## src/rtl/pa_pkg.sv

```systemverilog
// pa_pkg: shared definitions for the product accumulator.
//   pa_state_t   - frame state (IDLE, ACCUM, HOLD), 2-bit encoding
//   PA_PROD_W    - default product width (matches the 4x4 multiplier output)
//   PA_ACC_W     - default accumulator width
//   PA_MAX_TERMS - default maximum number of terms per frame
package pa_pkg;

    typedef enum logic [1:0] {
        IDLE  = 2'd0,
        ACCUM = 2'd1,
        HOLD  = 2'd2
    } pa_state_t;

    localparam int PA_PROD_W    = 8;
    localparam int PA_ACC_W     = 12;
    localparam int PA_MAX_TERMS = 16;

endpackage

```

## src/rtl/pa_adder.sv

```systemverilog
// pa_adder: unsigned ACC_W-bit adder with carry-out.
// Ports:
//   a, b  - ACC_W-bit unsigned operands
//   sum   - (a + b) modulo 2^ACC_W
//   carry - carry out of bit ACC_W-1
module pa_adder #(
    parameter int ACC_W = 12
) (
    input  logic [ACC_W-1:0] a,
    input  logic [ACC_W-1:0] b,
    output logic [ACC_W-1:0] sum,
    output logic             carry
);

    assign {carry, sum} = {1'b0, a} + {1'b0, b};

endmodule

```

## src/rtl/product_accumulator.sv

```systemverilog
// product_accumulator: sums a stream of unsigned products into a wider
// accumulator, closing a frame on in_last or after MAX_TERMS terms, and
// presents sum / term count / sticky overflow on an output handshake.
// Ports:
//   clk, rst              - clock, synchronous active-high reset
//   in_valid, in_ready    - input handshake
//   in_product            - unsigned product term
//   in_last               - closes the frame (sampled on accepted term only)
//   out_valid, out_ready  - output handshake
//   out_sum               - frame sum modulo 2^ACC_W
//   out_count             - number of terms in the frame
//   out_ovf               - a carry out of the accumulator occurred in the frame
module product_accumulator
    import pa_pkg::*;
#(
    parameter int PROD_W    = PA_PROD_W,
    parameter int ACC_W     = PA_ACC_W,
    parameter int MAX_TERMS = PA_MAX_TERMS,
    parameter int CNT_W     = $clog2(MAX_TERMS + 1)
) (
    input  logic              clk,
    input  logic              rst,
    input  logic              in_valid,
    output logic              in_ready,
    input  logic [PROD_W-1:0] in_product,
    input  logic              in_last,
    output logic              out_valid,
    input  logic              out_ready,
    output logic [ACC_W-1:0]  out_sum,
    output logic [CNT_W-1:0]  out_count,
    output logic              out_ovf
);

    function automatic logic [ACC_W-1:0] zext(input logic [PROD_W-1:0] p);
        return ACC_W'(p);
    endfunction

    pa_state_t        state_q;
    pa_state_t        state_d;
    logic [ACC_W-1:0] acc_q;
    logic [CNT_W-1:0] cnt_q;
    logic             ovf_q;

    logic             accept;
    logic [ACC_W-1:0] term;
    logic [ACC_W-1:0] add_sum;
    logic             add_carry;
    logic [CNT_W-1:0] cnt_next;

    // Handshake outputs decode straight from the state register so that
    // neither in_valid nor out_ready reaches an output combinationally.
    assign in_ready  = (state_q != HOLD);
    assign out_valid = (state_q == HOLD);
    assign accept    = in_valid & in_ready;

    assign term = zext(in_product);

    pa_adder #(
        .ACC_W (ACC_W)
    ) u_adder (
        .a     (acc_q),
        .b     (term),
        .sum   (add_sum),
        .carry (add_carry)
    );

    // First term of a frame restarts the count; otherwise increment.
    assign cnt_next = (state_q == IDLE) ? CNT_W'(1) : cnt_q + CNT_W'(1);

    always_comb begin
        state_d = state_q;
        case (state_q)
            IDLE, ACCUM: begin
                if (accept) begin
                    if (in_last || (cnt_next == CNT_W'(MAX_TERMS)))
                        state_d = HOLD;
                    else
                        state_d = ACCUM;
                end
            end
            HOLD: begin
                if (out_ready)
                    state_d = IDLE;
            end
            default: state_d = IDLE;
        endcase
    end

    always_ff @(posedge clk) begin
        if (rst) begin
            state_q <= IDLE;
            acc_q   <= '0;
            cnt_q   <= '0;
            ovf_q   <= 1'b0;
        end else begin
            state_q <= state_d;
            if (accept) begin
                cnt_q <= cnt_next;
                if (state_q == IDLE) begin
                    acc_q <= term;
                    ovf_q <= 1'b0;
                end else begin
                    acc_q <= add_sum;
                    ovf_q <= ovf_q | add_carry;
                end
            end
        end
    end

    // Result registers persist after the handshake until the next frame
    // overwrites them on its first accepted term.
    assign out_sum   = acc_q;
    assign out_count = cnt_q;
    assign out_ovf   = ovf_q;

endmodule

```

## config.mk

```make
export PLATFORM = sky130hd
export DESIGN_NAME = product_accumulator
export DESIGN_NICKNAME = d
export VERILOG_FILES = /design/src/rtl/pa_pkg.sv /design/src/rtl/pa_adder.sv /design/src/rtl/product_accumulator.sv
export SDC_FILE = /design/constraint.sdc
export NUM_CORES = 1
export LEC_CHECK = 0
export CORE_AREA = 2 2 56 63
export CTS_BUF_LIST = sky130_fd_sc_hd__clkbuf_4 sky130_fd_sc_hd__clkbuf_8 sky130_fd_sc_hd__clkbuf_16
export CTS_CLUSTER_SIZE = 8
export DETAILED_ROUTE_END_ITERATION = 10
export DIE_AREA = 0 0 58 65
export PLACE_DENSITY_LB_ADDON = 0.1
export SYNTH_ARGS = -nofsm -noshare
export SYNTH_HDL_FRONTEND = slang
export SYNTH_HIERARCHICAL = 1
export SYNTH_SLANG_ARGS = --single-unit
```

## constraint.sdc

```tcl
create_clock -name clk -period 2.5 [get_ports clk]
set_input_delay 0.25 -clock clk [delete_from_list [all_inputs] [get_ports clk]]
set_output_delay 0.25 -clock clk [all_outputs]
set_load 0.1 [all_outputs]
```

==> results.cfg <==
[logic_synthesis]
synth_xor_area_share_pct = 5.06
postSynth.asyncResetShare_pct = 0
yosys-top-cells-count = nor2_1, dfxtp_1, nand2_1
synth_top_family_by_area = compound AO/OA/AOI/OAI gates
ys_top_cells_by_area = dfxtp_1, ha_1, nor2_1, a311oi_1, nand2_1
synth_compound_area_share_pct = 28.3
yosysUniqueCellTypes = 47
synth-seq-area-share_pct = 25.7
syn-mean-instance-area_um2 = 8.04
synth_mux_area_share_pct = 1.28
syn_area_um2 = 1560
ys_ff_latch = 20
synthSimpleGateAreaFrac_pct = 24.4
postSynthCellCount = 194
yosysTopAreaCell = dfxtp_1
synth-main-ff-cell = dfxtp_1
yosysWarnings = 6
netlist.area_leader.share_pct = 25.7
yosysMostFrequentCell = nor2_1
synthAdderAreaFrac_pct = 11.7
synth_edf_count = 0

[die]
dieArea_um2 = 3770
initial_core_util_pct = 48.8
std_cell_rows = 22
die_w_um = 58
core_um2 = 3190
io_pins = 33
die-height_um = 65

[cts]
path_clk_slew_ns = 0.12
hold_buffers = 0
numCtsBuffers = 3
root_buffer = clkbuf_4
cts_setup_buffers = 0
cts_tree = built
clk_path_buf_depth = 2
cts_num_sinks = 20
worstSkewPairLatency_ns = 0.31
h-tree-depth = 1

[finish]
final_cells = 267
drive_gt1_share_pct = 19.9
multi_input_area_um2 = 1120
fin_nets = 259
fill_cells = 309
final_area_um2 = 1950
regArea_um2 = 409
area_delta_synth_final_pct = 24.9
antennaDiodeCount = 0

[outcome]
status = complete, no violations

[power_and_ir_drop]
pwr-share-comb_pct = 43.9
power.switching_uw = 411
cellInternalPower_uw = 580
ir_drop_mv = 0.335
switching_share_pct = 41.5
powerDensity_nw_per_um2 = 509
p_clk_share_pct = 19.9
seqPwrFrac_pct = 36.2
leakagePower_nw = 0.886

[global_routing]
grt_pass1_wl_mm = 6.55
grt-ovfl-total = 0
grt_max_degree = 19
antenna_found_initial = 0
grt_use_total_pct = 22.1
grt_pass1_vias = 1509

[placement]
numPortBuffers = 32
dp_hpwl_mm = 3.02
dp_slack_ns = -0.175
postPlaceCellArea_um2 = 1910
gp_congestion = 0.823
dp_cells = 263

[timing]
finalHoldViolations = 0
fin_crit_ns = 2.29
fin_tns_setup_ns = 0
rsz0062_at_grt = no
fin_ws_ns = 0.208
slew_viol_final = 0
setup_violations = 0
maxSlewHeadroom_pct = 57.7
finClkSkew_ns = 0.00217
period_share_pct = 91.7
worst_pin_slew_ns = 0.634
fmaxAchievable_mhz = 436

[critical_path]
cp_slowest_cell = clkdlybuf4s50_1
cp-end-kind = flop
arrival_ns = 2.49
critPathRequiredTime_ns = 2.70
cp_top_family = compound AO/OA/AOI/OAI gates
critPathKind = input port to flop
worstPathMaxFanout = 2
worst_setup_path_start_kind = input port
cp.buffers_inverters = 1
cp_cell_sequence = clkdlybuf4s50_1 -> ha_1 -> fa_1 -> a211oi_2 -> o21ai_0 -> a31o_1 -> a31o_1 -> a21o_1 -> a22oi_1 -> nor2_1
max_stage_delay_ns = 0.44
crit_top_cell = a31o_1

[drt]
wl_per_cell_um = 14.8
drt_iter0_drc = 69
drc = 0
vias = 1604
ant_nets = 0
wirelength_mm = 3.94
dr.pass1.iters = 4
viasPerCell = 6.01

[min_path]
hold_path_class = flop to flop

[run]
maxCapViolCount = 0
-- placed cells by master (no fill, tap or decap), types with 2 or more instances in the layout --
master	Yosys	layout
or4_1	3	3
nand3_1	6	6
nor2b_1	3	3
a21oi_1	10	10
nand2_1	18	18
nand2b_1	4	4
a21o_1	7	7
inv_1	3	3
ha_1	13	13
and2_1	4	4
mux2i_1	2	2
clkdlybuf4s50_1	0	12
dfxtp_2	0	7
a31o_1	2	2
clkbuf_4	0	3
a311oi_1	8	8
o21bai_1	2	2
buf_4	1	27
conb_1	1	4
o21ai_0	12	12
o211ai_1	3	3
nor3b_1	3	3
nor2_1	21	21
a2111oi_0	3	3
dfxtp_1	20	13
xnor2_1	5	5
a22oi_1	7	7
xor2_1	4	4
-- cell families after synthesis --
family | after synthesis
xor+xnor | 9
flops | 20
mux | 2
compound gates | 63
other cells | 1
buf+inv | 12
simple gates | 73
fa+ha+maj | 14
-- power by group through the flow --
stage | sequential, mW | combinational [mW] | clock [mW]
2_1_floorplan | 0.475 | 0.214 | 0
3_3_place_gp | 0.365 | 0.419 | 0
3_5_place_dp | 0.367 | 0.428 | 0
4_1_cts | 0.359 | 0.431 | 0.204
5_1_grt | 0.363 | 0.469 | 0.218
6_report | 0.359 | 0.435 | 0.197
-- what timing repair did --
| action | 4_1_cts | 5_1_grt |
|---|---|---|
| gates resized for setup | 0 | 1 |
| setup endpoints to repair | 0 | 1 |
| endpoints found under the hold margin | 0 | 0 |
-- worst min-delay path, delay by kind of cell (launching register included) --
family / cells / cell delay (ns)
DFF: 1 / 0.36
and+or+nand+nor: 1 / 0.07
AOI/OAI and AO/OA: 1 / 0.05
-- per-layer routing --
layer	global-route usage, %	part of all wire, %
met2	39.1	50
met3	2.20	4.3
met5	0	0
met1	25.9	44
met4	11.0	1.7
-- final timing paths --
kind | slack, ns | cells after the start | end | startpoint
setup / recovery | 0.21 | 10 | out_ovf | in_product[0]
hold / removal | 0.52 | 2 | out_count[4] | out_count[4]
setup reg to reg | 0.24 | 9 | out_ovf | out_sum[0]
hold reg to reg | 0.52 | 2 | out_count[4] | out_count[4]
-- flip-flops by register name, summed over array words and instances (netlist names) --
register   count
out_sum       12
out_ovf        1
state_q        2
out_count      5
-- stage by stage --
stage	total power [mW]	util, %	hold WS, ns
after floorplan	0.689	-	0.355
after detailed placement	0.795	59.7	0.502
final	0.991	61.0	0.516
after global routing	1.05	61.0	0.535
after global placement	0.784	59.7	0.487
after CTS	0.994	60.8	0.519
-- layout make-up --
cell class	instances	area share (%)
sequential	20	21.0
clock buffer	4	1.86
timing repair buffer	39	16.6
multi-input combinational	165	57.6
inverter	3	0.578
tap	36	2.31
Note: power is estimated with default switching activity, not from simulation.
